$ cat src/rtl/instr_prefetch_queue.sv
// instr_prefetch_queue
//   Fetch-stage prefetch unit. It issues sequential word fetches to a
//   variable-latency instruction memory (req/gnt handshake, in-order rvalid).
//   Returned words are buffered with their PCs in a DEPTH-entry FIFO, and
//   decode pops the head through valid/ready. A taken branch from EX flushes
//   the FIFO, drops responses that are still in flight, and restarts fetching
//   at the branch target.
//
// Parameters
//   DEPTH     FIFO entries plus requests in flight combined (power of 2, >= 2)
//   RESET_PC  first fetch address after reset
//
// Ports
//   clk, rst          rising-edge clock, asynchronous active-high reset
//   redirect_i        taken branch/jump from EX
//   redirect_pc_i     redirect target
//   imem_req_o        fetch request valid
//   imem_addr_o       fetch word address
//   imem_gnt_i        request accepted this cycle
//   imem_rvalid_i     response valid (in request order)
//   imem_rdata_i      response instruction word
//   inst_valid_o      FIFO head valid
//   inst_o            head instruction (NOP 32'h0000_0013 when empty)
//   inst_pc_o         head PC (0 when empty)
//   inst_ready_i      decode accepts head
//   count_o           entries held
//
// Optional feature
//   PFQ_BYPASS_EN: when the FIFO is empty, nothing is being dropped and no
//   redirect is present, an arriving response is presented combinationally
//   on inst_*. If decode takes it in that cycle, it is not written into the
//   FIFO.
module instr_prefetch_queue #(
  parameter int unsigned DEPTH    = 4,
  parameter logic [31:0] RESET_PC = 32'h0000_0000
) (
  input  logic                     clk,
  input  logic                     rst,
  input  logic                     redirect_i,
  input  logic [31:0]              redirect_pc_i,
  output logic                     imem_req_o,
  output logic [31:0]              imem_addr_o,
  input  logic                     imem_gnt_i,
  input  logic                     imem_rvalid_i,
  input  logic [31:0]              imem_rdata_i,
  output logic                     inst_valid_o,
  output logic [31:0]              inst_o,
  output logic [31:0]              inst_pc_o,
  input  logic                     inst_ready_i,
  output logic [$clog2(DEPTH):0]   count_o
);

  localparam int unsigned PW = $clog2(DEPTH);
  localparam int unsigned CW = PW + 1;
  localparam logic [CW:0] DEPTH_L = (CW+1)'(DEPTH);
  localparam logic [31:0] NOP = 32'h0000_0013;

  typedef enum logic [1:0] {RST_S = 2'd0, FETCH = 2'd1, DRAIN = 2'd2} state_e;

  state_e          state_q, state_d;
  logic [31:0]     fetch_pc_q, fetch_pc_d;
  logic [31:0]     resp_pc_q, resp_pc_d;
  logic [CW-1:0]   out_q, out_d;
  logic [CW-1:0]   drop_cnt_q, drop_cnt_d;
  logic [CW-1:0]   count_q, count_d;
  logic [PW-1:0]   rd_ptr_q, rd_ptr_d;
  logic [PW-1:0]   wr_ptr_q, wr_ptr_d;
  logic [31:0]     inst_mem_q [DEPTH];
  logic [31:0]     pc_mem_q   [DEPTH];

  logic            dropping;
  logic            fire;
  logic            fifo_empty;
  logic            accept;
  logic            push;
  logic            pop;
  logic            byp_valid;
  logic            byp_taken;
  logic [CW-1:0]   stale_cnt;

  // Requests still in flight after this cycle's response (if any) returns.
  assign stale_cnt  = out_q - CW'(imem_rvalid_i);
  assign fifo_empty = (count_q == '0);
  assign fire       = imem_req_o & imem_gnt_i;

  // FSM: state register
  always_ff @(posedge clk or posedge rst) begin
    if (rst) state_q <= RST_S;
    else     state_q <= state_d;
  end

  // FSM: next state
  always_comb begin
    state_d = state_q;
    unique case (state_q)
      RST_S: state_d = FETCH;
      FETCH: if (redirect_i && (stale_cnt != '0)) state_d = DRAIN;
      DRAIN: begin
        if (redirect_i)              state_d = (stale_cnt != '0) ? DRAIN : FETCH;
        else if (drop_cnt_d == '0)   state_d = FETCH;
      end
      default: state_d = RST_S;
    endcase
  end

  // FSM: outputs. DRAIN holds exactly while drop_cnt is non-zero.
  // No credit is taken for a same-cycle pop, keeping the request path
  // independent of inst_ready_i.
  always_comb begin
    dropping   = (state_q == DRAIN);
    imem_req_o = (state_q != RST_S) && !redirect_i &&
                 (({1'b0, count_q} + {1'b0, out_q}) < DEPTH_L);
  end

`ifdef PFQ_BYPASS_EN
  assign byp_valid = fifo_empty & !dropping & !redirect_i & imem_rvalid_i;
  assign byp_taken = byp_valid & inst_ready_i;
`else
  assign byp_valid = 1'b0;
  assign byp_taken = 1'b0;
`endif

  assign accept = imem_rvalid_i & !dropping & !redirect_i;
  assign push   = accept & !byp_taken;
  assign pop    = !fifo_empty & inst_ready_i & !redirect_i;

  always_comb begin
    fetch_pc_d = fetch_pc_q;
    resp_pc_d  = resp_pc_q;
    out_d      = out_q + CW'(fire) - CW'(imem_rvalid_i);
    drop_cnt_d = drop_cnt_q;
    rd_ptr_d   = rd_ptr_q;
    wr_ptr_d   = wr_ptr_q;
    count_d    = count_q + CW'(push) - CW'(pop);
    if (fire)                       fetch_pc_d = fetch_pc_q + 32'd4;
    if (accept)                     resp_pc_d  = resp_pc_q + 32'd4;
    if (imem_rvalid_i && dropping)  drop_cnt_d = drop_cnt_q - 1'b1;
    if (push)                       wr_ptr_d   = wr_ptr_q + 1'b1;
    if (pop)                        rd_ptr_d   = rd_ptr_q + 1'b1;
    // Redirect overrides everything: flush, and everything still in flight
    // becomes stale (fire and push are already blocked this cycle).
    if (redirect_i) begin
      fetch_pc_d = redirect_pc_i;
      resp_pc_d  = redirect_pc_i;
      drop_cnt_d = stale_cnt;
      count_d    = '0;
      rd_ptr_d   = '0;
      wr_ptr_d   = '0;
    end
  end

  always_ff @(posedge clk or posedge rst) begin
    if (rst) begin
      fetch_pc_q <= RESET_PC;
      resp_pc_q  <= RESET_PC;
      out_q      <= '0;
      drop_cnt_q <= '0;
      count_q    <= '0;
      rd_ptr_q   <= '0;
      wr_ptr_q   <= '0;
    end else begin
      fetch_pc_q <= fetch_pc_d;
      resp_pc_q  <= resp_pc_d;
      out_q      <= out_d;
      drop_cnt_q <= drop_cnt_d;
      count_q    <= count_d;
      rd_ptr_q   <= rd_ptr_d;
      wr_ptr_q   <= wr_ptr_d;
    end
  end

  // Storage needs no reset; count_q alone qualifies the contents.
  always_ff @(posedge clk) begin
    if (push) begin
      inst_mem_q[wr_ptr_q] <= imem_rdata_i;
      pc_mem_q[wr_ptr_q]   <= resp_pc_q;
    end
  end

  always_comb begin
    inst_valid_o = !fifo_empty | byp_valid;
    inst_o       = NOP;
    inst_pc_o    = '0;
    if (!fifo_empty) begin
      inst_o    = inst_mem_q[rd_ptr_q];
      inst_pc_o = pc_mem_q[rd_ptr_q];
    end else if (byp_valid) begin
      inst_o    = imem_rdata_i;
      inst_pc_o = resp_pc_q;
    end
  end

  assign imem_addr_o = fetch_pc_q;
  assign count_o     = count_q;

  always_ff @(posedge clk) begin
    if (!rst) begin
      assert (({1'b0, count_q} + {1'b0, out_q}) <= DEPTH_L);
      assert (drop_cnt_q <= out_q);
    end
  end

endmodule

$ cat config.mk
export PLATFORM = sky130hd
export DESIGN_NAME = instr_prefetch_queue
export DESIGN_NICKNAME = d
export VERILOG_FILES = /design/src/rtl/instr_prefetch_queue.sv
export SDC_FILE = /design/constraint.sdc
export NUM_CORES = 1
export LEC_CHECK = 0
export BUFFER_PORTS_ARGS = -buffer_cell sky130_fd_sc_hd__buf_2
export CORE_ASPECT_RATIO = 2
export CORE_MARGIN = 2
export CORE_UTILIZATION = 55
export CTS_CLUSTER_DIAMETER = 40
export DETAILED_ROUTE_END_ITERATION = 12
export PLACE_DENSITY = 0.74
export RECOVER_POWER = 50
export SYNTH_ARGS = -nofsm -noshare
export SYNTH_HDL_FRONTEND = slang
export SYNTH_SLANG_ARGS = --single-unit
$ cat constraint.sdc
create_clock -name clk -period 4.3 [get_ports clk]
set_input_delay 0.86 -clock clk [delete_from_list [all_inputs] [get_ports clk]]
set_output_delay 0.86 -clock clk [all_outputs]
set_load 0.03 [all_outputs]
* After elaboration in Yosys (flattened, before gate mapping) *
Memory sizes are Yosys's and may differ from the RTL's.
Index checks and enable logic that the tools add are counted.
Widths: inputs -> output; s select.

storage, ports and cells
  register bits = 79
  latch bits = 0
  bits in writable memories = 256
  ROM bits = 0
  input port bits = 70
  output and inout bits = 101
  logic and storage cells = 67
  memories = 2

operators by class
  add/subtract/negate cells = 11
  multipliers = 0
  div/mod/pow operators = 0
  order comparisons = 1
  eq/ne operators = 4
  shift-type cells = 0
  mux-type cells = 20
  bitwise logic cells = 5
  reduce and logical (&&, ||, !) cells = 16

memory list
  name        depth  bits a word  read ports  clocked after memory_dff  wr ports  RTL line  RTL
  inst_mem_q  4      32           1           0                         1         68        logic [31:0] inst_mem_q [DEPTH];
  pc_mem_q    4      32           1           0                         1         69        logic [31:0] pc_mem_q [DEPTH];

operators with widths
  kind                   count
  $mux 32                6
  $add 32x3->32 const B  2
  $mux 2                 8
  $mux 3                 3
  $sub 3x1->3            3
  $reduce_bool 2->1      4
  $add 3x1->3            2
  $logic_not 3->1        2
  $pmux 2 s3             1
  $and 1x1->1            5
  $add 2x1->2 const B    2
  $add 3x3->4            1
  $logic_and 1x1->1      4
  $lt 4x3->1 const B     1
  $logic_not 1->1        3
  $ne 3x2->1 const B     1
  $reduce_bool 3->1      1
  $sub 3x1->3 const B    1
  $eq 2x1->1 const B     1
  $eq 2x2->1 const B     1
  $logic_not 2->1        1
  $mux 1                 2
  $ne 2x2->1 const B     1
  $reduce_and 2->1       1

* Logic depth before layout (Yosys ltp) *
Gate-level depths: netlist of the first run.

  word-level depth = 8
  mapped depth = 12
  mapped depth without buffers = 11

* Worst setup path before layout of the first run *
OpenSTA, ideal clock, no wires.

  kind = input-to-reg
  start point = input port redirect_i
  end point = memory inst_mem_q[0][0], enable pin
  setup time = 0.429 ns
  arrival = 2.939 ns
  data required time = 3.871 ns
  slack = 0.933 ns
  stages on the path = 4
  path buffers = 2
  cell sequence = buf_4 > clkbuf_1 > nor2_1 > and2_1

on the way
  longest elaborated chain between the ends = 4

RTL lines
  element                       RTL line  RTL
  from (decl)                   39        input logic redirect_i,
  $logic_not 1->1               123       assign accept = imem_rvalid_i & !dropping & !redirect_i;
  $and 1x1->1                   123
  $mux 1                        174       if (push) begin
  $mux 1 (not written as such)  175       inst_mem_q[wr_ptr_q] <= imem_rdata_i;
  to (decl)                     68

No other way between the ends.

* Worst setup path after layout of the first run *
  start point = register count_q[1], in the netlist count_o[1]
  end point = output port inst_pc_o[4]

on the way
  longest elaborated chain between the ends = 2

RTL lines
  element                 RTL line  RTL
  from (decl)             65        logic [CW-1:0] count_q, count_d;
  from (signal assigned)  166       count_q <= count_d;
  $logic_not 3->1         83        assign fifo_empty = (count_q == '0);
  $mux 32                 184       if (!fifo_empty) begin
  to (decl)               48        output logic [31:0] inst_pc_o,

No other way between the ends.

==> results.md, run 1 <==
- HPWL Detailed: 18700 um
- Die height: 231 um
- Post_cts resized: 0
- TNS Setup: 0 ps
- DRC viols: 0
- Root buf cell: clkbuf_16
- DR WL met2: 14600 um
- Ports: 171
- Initial Utilization: 55.6%
- Final hold slack: 525 ps
- Met1 WL: 11500 um
- Leading cell types in the layout, fill and taps excluded: edfxtp_1, buf_2, dfrtp_1
- Fraction of registers with async set/reset: 23.6%
- Area delta synth->final: 15.2%
- R2R Path Start: count_o[1]
- CP max FO: 64
- Vias in the first global route: 8292
- Filler cell count: 1810
- Clock sink count: 335
- Layout cells sized above 1: 23.8%
- Synth Instances: 895
- Vias per Instance: 5.77
- Final setup vio count: 0
- Design Power: 9380 uW
- Power Density: 576 nW/um^2
- Part of the Yosys area used for sequential elements: 68.3%
- Worst clock skew: 14.5 ps
- Hold Crit Start: resp_pc_q[0]
- Status: completed
- Worst Setup Path Type: reg -> out
- CTS tree: done
- Final min period: 3600 ps
- RR Endpoint: count_o[2]
- Setup Fix Bufs, Post-CTS: 0
- RSZ-0062 raised after global routing: no
- GRT Total Usage: 21.1%
- Main synth FF type: edfxtp_1
- Nets: 1154
- Multi-input logic area: 4220 um^2
- Pin count of the biggest net entering global routing: 77
- Worst skew pair latency: 560 ps
- DRT antenna net count: 0
- Fmax: 278 MHz
- Max-slew violations: 0
- Syn_nets: 982
- Met3 WL: 1770 um
- Initial DRC count: 588
- Flops & latches, synth: 335
- Crit. End Element: output pin
- Avg WL per Cell: 19.9 um
- Post-synthesis cell type count: 58
- Num CTS Buffers: 29
- Post-Syn Area per Cell: 15.8 um^2
- H-tree depth: 1
- First-pass GRT wire length: 45200 um
- Final period utilization: 83.8%
- VDD IR max: 426 uV
- Pre-Repair DR Iteration Count: 6
- Max_cap viols: 0
- Via count: 8253
- Register area: 9670 um^2
- # port buffers: 170
- Initial antenna violation count: 1
- Hold Buf Count CTS: 0
- R2R cell count: 11
- Leakage: 0.00581 uW
- CP Launch Type: register
- Yosys warnings: 0
- Number of flops mapped to enable cells by yosys: 256
- Final Hold Fails: 0
- Worst EP required: 3440 ps
- Commonest non-fill, non-tap cell in the layout: edfxtp_1
- GPL Wtd Cong: 0.881
- DR top layer: met4
- Die width: 117 um
- HP Class: reg -> reg
- Synthesized area: 14200 um^2
- Internal reg-to-reg setup slack: 1090 ps
- Worst hold stages: 0
- Row cnt: 83
- Slew HR: 7.97%
- Worst Hold Endpoint: pc_mem_q[1][0]
- CORE AREA: 25400 um^2
- Arrival time worst endpoint: 2740 ps
- Bufs on Longest Clock Path: 3
- Routed WL: 28500 um
- Worst-Margin Slew: 1370 ps
- Die ar.: 27100 um^2
- GRT overflow: 0
- CTS clk-pin slew, worst paths: 70 ps
## cells by family after synthesis
kind of cell | after synthesis | share of synthesized area (%)
simple gates | 271 | 10.7
flops | 335 | 68.3
xor+xnor | 46 | 2.85
mux | 69 | 10.6
fa+ha+maj | 18 | 1.68
buf+inv | 65 | 1.92
compound gates | 91 | 4.07
## how the worst max path moves through the flow
stage,from,end,slack (ps)
final,count_o[1],inst_pc_o[4],700
after global routing,count_o[1],inst_pc_o[4],450
after floorplan,redirect_i,inst_mem_q[0][0],930
after global placement,redirect_i,out_q[2],1270
after CTS,count_o[1],inst_pc_o[4],670
after detailed placement,count_o[1],count_o[2],1020
## metal layers
layer	vias up	GRT usage, %
li1	3773	-
met1	4150	28.9
met3	48	2.77
met5	-	0
met2	282	35.9
met4	0	6.06
## cell type report
type | instances | share of cell area [%]
repair buffers | 180 | 5.76
inverters | 26 | 0.606
well taps | 340 | 2.61
clock inverters | 17 | 1.10
diodes | 1 | 0.0153
multi-input cells | 495 | 25.9
flip-flops and latches | 335 | 59.3
clock buffers | 37 | 4.70
## critical path, stage by stage (launching register included)
cell and delay, ps:
dfrtp_1 460, nor3_1 600, inv_2 540, and2_1 330, buf_2 180
## cells in the mapped netlist (7+ instances only)
library cell / n / area share, %
inv_1: 23 / 0.61
a21oi_1: 10 / 0.35
xnor2_1: 11 / 0.68
mux4_2: 64 / 10
ha_1: 15 / 1.3
buf_2: 10 / 0.35
a21boi_0: 7 / 0.37
edfxtp_1: 256 / 54
o311ai_0: 9 / 0.56
nand2_1: 59 / 1.6
and2_1: 72 / 3.2
o21ai_0: 41 / 1.4
nand4_1: 23 / 1.0
clkbuf_1: 20 / 0.53
o211ai_1: 9 / 0.48
nor2_1: 30 / 0.80
nand3_1: 39 / 1.4
dfrtp_1: 79 / 14
xor2_1: 35 / 2.2
## sequential cells by signal (all words and copies together), names as in the netlist
name	cells
pc_mem_q	128
imem_addr_o	32
wr_ptr_q	2
count_o	3
rd_ptr_q	2
drop_cnt_q	3
state_q	2
resp_pc_q	32
out_q	3
inst_mem_q	128
## report_power, final
group / internal (uW) / switching (uW)
combinational: 1020 / 1670
sequential: 3800 / 320
clock: 1410 / 1160
total: 6230 / 3150
## metrics by stage
| stage | util, % | instances | setup WS, ps | area (um^2) |
|---|---|---|---|---|
| finish | 64.1 | 1431 | 698 | 16300 |
| global route | 64.1 | 1431 | 446 | 16300 |
| CTS | 64.4 | 1430 | 673 | 16400 |
| detailed placement | 60.7 | 1376 | 1020 | 15400 |
| global placement | 60.7 | 1376 | 1270 | 15400 |
| floorplan | - | 895 | 933 | 14200 |
Note: power is estimated with default switching activity, not from simulation.
==> inputs of run 2 (changes only) <==
Clock period 4.3 ns to 3.7 ns, I/O delays scaled along.
==> run 2 against run 1 <==
Net effect:
- the flow now finishes with violations (max-capacitance violations, max-slew violations)
- non-clock buffer count increased by 7
- register-to-register slack lost 450 ps
- wire length about the same
- count of clock-buffer cells in the layout is the same
- die area stayed put
- sequential cell count is the same
==> results.md, run 2 (same netlist as run 1, synthesis figures left out) <==
- Slew HR: -46.5%
- Failing checks: max-capacitance violations, max-slew violations
- Biggest regs: inst_mem_q: 128 flops, pc_mem_q: 128 flops
- Max-slew violations: 96
- TNS Setup: 0 ps
- Power Density: 664 nW/um^2
- HPWL Detailed: 18300 um
- Design Power: 10800 uW
- Die height: 231 um
- Arrival time worst endpoint: 3810 ps
- Die ar.: 27100 um^2
- Row cnt: 83
- Commonest non-fill, non-tap cell in the layout: edfxtp_1
- Fmax: 295 MHz
- CP Launch Type: input port
- Post_cts resized: 0
- RSZ-0062 raised after global routing: no
- Root buf cell: clkbuf_16
- Setup Fix Bufs, Post-CTS: 0
- H-tree depth: 1
- Leakage: 0.00582 uW
- DRT antenna net count: 0
- VDD IR max: 424 uV
- Crit-path slowest cell: clkbuf_1
- CTS tree: done
- Die width: 117 um
- Worst Setup Path Type: in -> reg
- Routed WL: 28500 um
- Pre-Repair DR Iteration Count: 5
- R2R Path Start: count_o[1]
- Ports: 171
- Crit. End Element: register
- Finished Cell Area: 16300 um^2
- Initial DRC count: 527
- GPL Wtd Cong: 0.896
- Worst hold stages: 3
- Area delta synth->final: 15.3%
- Layout cells sized above 1: 23.5%
- Initial antenna violation count: 0
- Hold Buf Count CTS: 0
- Crit path cell chain: buf_2 -> clkbuf_1 -> buf_4 -> inv_1 -> nor2_1 -> maj3_1 -> a21oi_1
- Bufs on Longest Clock Path: 3
- GRT Total Usage: 21.1%
- # port buffers: 170
- Via count: 8254
- Final setup vio count: 0
- RR Endpoint: count_o[2]
- HP Class: in -> reg
- Initial Utilization: 55.6%
- Slowest stage delay, CP: 1480 ps
- First-pass GRT wire length: 45300 um
- Final period utilization: 91.6%
- DRC viols: 0
- Worst-Margin Slew: 2190 ps
- Placed inst area: 15500 um^2
- Status: finished, violations left
- Nets: 1160
- Vias per Instance: 5.75
- GRT overflow: 0
- Max_cap viols: 2
- Number of diodes: 0
- Clock sink count: 335
- Worst Hold Endpoint: imem_addr_o[1]
- Final hold slack: 431 ps
- Final Hold Fails: 0
- Hold Crit Start: redirect_pc_i[1]
- Avg WL per Cell: 19.9 um
- Vias in the first global route: 8500
- Internal reg-to-reg setup slack: 640 ps
- Num CTS Buffers: 28
- Worst EP required: 4120 ps
- R2R cell count: 12
- CP max FO: 48
- CTS clk-pin slew, worst paths: 70 ps
- Pin count of the biggest net entering global routing: 65
- Leading cell types in the layout, fill and taps excluded: edfxtp_1, buf_2, dfrtp_1
- CORE AREA: 25400 um^2
- Worst clock skew: 17.5 ps
- Final min period: 3390 ps
- Worst skew pair latency: 550 ps
run 2: changes by cell type in the layout (fill, tap and decap cells not counted), moves of 2 or more:
| cell | change |
|---|---|
| clkinv_2 | +2 |
| clkbuf_1 | +5 |
| buf_2 | -5 |
| clkinv_1 | +3 |
| buf_4 | +6 |
| clkinv_4 | -2 |
| clkbuf_8 | +2 |
| inv_6 | -2 |
run 2: worst max path at each step:
stage	slack [ps]	startpoint	cells past startpoint	endpoint
finish	310	redirect_i	7	state_q[0]
CTS	410	rd_ptr_q[0]	4	inst_pc_o[4]
detailed placement	740	count_o[1]	12	count_o[2]
floorplan	450	redirect_i	4	inst_mem_q[0][0]
global placement	770	count_o[1]	12	count_o[2]
global route	180	redirect_i	5	imem_addr_o[11]
run 2: critical path: cells and delay by family:
kind            cells  cell delay, ps
simple gates        1             270
buf+inv             4            2530
compound gates      1              40
fa+ha+maj           1             190
run 2: power by group:
part           internal [uW]  total, uW  switching (uW)
Combinational           1190       3170            1980
Clock                   1640       2940            1300
Sequential              4420       4740             317
Total                   7250      10800            3590
run 2: per-layer routing:
layer,up-vias,global-route usage [%],routed length (um)
met4,0,5.46,510
met2,251,36.8,14800
li1,3787,-,-
met1,4180,28.2,11600
met5,-,0,0
met3,36,2.89,1610
run 2: metrics by stage:
step / worst slack [ps] / cells / utilization, %
6_report: 310 / 1435 / 64.2
5_1_grt: 177 / 1435 / 64.2
4_1_cts: 410 / 1435 / 64.5
3_5_place_dp: 737 / 1383 / 60.9
3_3_place_gp: 770 / 1383 / 60.9
2_1_floorplan: 453 / 895 / -
run 2: final cells by class:
class                      instances  area (um^2)
clock buffer                      37          786
sequential                       335         9670
fill                            1870         9120
multi-input combinational        495         4230
timing repair buffer             187          981
inverter                          26         98.8
tap                              340          425
clock inverter                    15          136
==> inputs of run 3 (changes only) <==
Settings changed: SKIP_CTS_REPAIR_TIMING set to 1.
Clock period 3.7 ns to 3.4 ns, I/O delays scaled along.
==> run 3 against run 2 <==
Net effect:
- the run still ends with max-capacitance violations, max-slew violations left
- largest power group unchanged
- die area did not move
- clock skew fell by 0.93 ps
- combinational power rose by 9.8%
- critical path type is now reg -> out
==> results.md, run 3 (same netlist as run 1, synthesis figures left out) <==
- Status: finished, violations left
- Failing checks: max-capacitance violations, max-slew violations
- Leading cell types in the layout, fill and taps excluded: edfxtp_1, buf_2, dfrtp_1
- Nets: 1163
- VDD IR max: 640 uV
- Worst Hold Endpoint: resp_pc_q[27]
- Number of diodes: 0
- Worst clock skew: 16.6 ps
- R2R Path Start: count_o[1]
- Die width: 117 um
- Die height: 231 um
- Power Density: 728 nW/um^2
- RSZ-0062 raised after global routing: no
- CORE AREA: 25400 um^2
- Pre-Repair DR Iteration Count: 5
- DRC viols: 0
- Initial DRC count: 648
- Fmax: 315 MHz
- Final period utilization: 93.4%
- Worst hold stages: 3
- Max_cap viols: 1
- Root buf cell: clkbuf_16
- First-pass GRT wire length: 46000 um
- # port buffers: 170
- Placed Cells: 1386
- Initial Utilization: 55.6%
- Area delta synth->final: 15.7%
- Num CTS Buffers: 28
- Worst skew pair latency: 560 ps
- H-tree depth: 1
- Final min period: 3180 ps
- Pin count of the biggest net entering global routing: 64
- Avg WL per Cell: 20.0 um
- Crit. End Element: output pin
- Commonest non-fill, non-tap cell in the layout: edfxtp_1
- Arrival time worst endpoint: 2500 ps
- Row cnt: 83
- Max-slew violations: 32
- TNS Setup: 0 ps
- GPL Wtd Cong: 0.852
- DRT antenna net count: 0
- Final setup vio count: 0
- Initial antenna violation count: 1
- Finished Layout Cells: 1438
- Bufs on Longest Clock Path: 3
- Internal reg-to-reg setup slack: 700 ps
- CTS clk-pin slew, worst paths: 70 ps
- Die ar.: 27100 um^2
- Layout cells sized above 1: 23.6%
- Ports: 171
- Worst EP required: 2720 ps
- Vias in the first global route: 8565
- Routed WL: 28800 um
- RR Endpoint: imem_addr_o[11]
- CP Launch Type: register
- HPWL Detailed: 19300 um
- Hold Crit Start: redirect_pc_i[27]
- Vias per Instance: 5.79
- Via count: 8324
- Biggest regs: inst_mem_q: 128 flops, pc_mem_q: 128 flops
- Filler cell count: 1869
- Leakage: 0.00585 uW
- GRT overflow: 0
- CTS tree: done
- GRT Total Usage: 21.5%
- Worst-Margin Slew: 1540 ps
- Final Hold Fails: 0
- Clock sink count: 335
- Final Util: 64.4%
- R2R cell count: 7
- Worst Setup Path Type: reg -> out
- CP max FO: 39
- HP Class: in -> reg
- Slew HR: -3.14%
[run 3: area by class of cell]
cell class,count,area (um^2),area share [%]
clock buffer,41,823,5.03
clock inverter,11,120,0.733
inverter,26,98.8,0.604
multi-input combinational,495,4230,25.8
sequential,335,9670,59.0
tap,340,425,2.60
timing repair buffer,190,1010,6.18
[run 3: worst max-delay path, cell delays in order (launching register included)]
cell     delay, ps
dfrtp_4        590
buf_12         320
mux4_2         560
and2_1         220
buf_2          190
[run 3: how the worst max path moves through the flow]
stage / startpoint / end / slack, ps / cells after the start
detailed placement: imem_rvalid_i / count_o[2] / 660 / 11
floorplan: redirect_i / inst_mem_q[0][0] / 210 / 4
finish: rd_ptr_q[0] / inst_pc_o[10] / 220 / 4
CTS: rd_ptr_q[0] / inst_pc_o[10] / 170 / 4
global route: rd_ptr_q[0] / inst_pc_o[11] / 110 / 4
global placement: imem_rvalid_i / count_o[2] / 760 / 11
[run 3: metal layers]
layer  vias to the layer above  wire length (um)  global-route usage [%]
met1                      4171             11400                    27.8
met4                         2               715                    7.19
met2                       331             15100                    37.9
met3                        46              1650                    2.92
met5                         -                13                       0
li1                       3774                 -                       -
[run 3: report_power, final]
group / leakage, uW / total (uW) / switching (uW) / internal (uW)
logic: 0.00210 / 3480 / 2160 / 1320
clock network: 0.000464 / 3270 / 1420 / 1850
registers: 0.00328 / 5170 / 365 / 4810
[run 3: through the flow]
stage	worst slack [ps]	cell area, um^2	power [uW]	hold WS, ps
5_1_grt	113	16400	12500	376
3_3_place_gp	758	15500	8730	493
6_report	225	16400	11900	370
4_1_cts	165	16500	12100	188
3_5_place_dp	665	15500	8810	502
2_1_floorplan	213	14200	7730	476
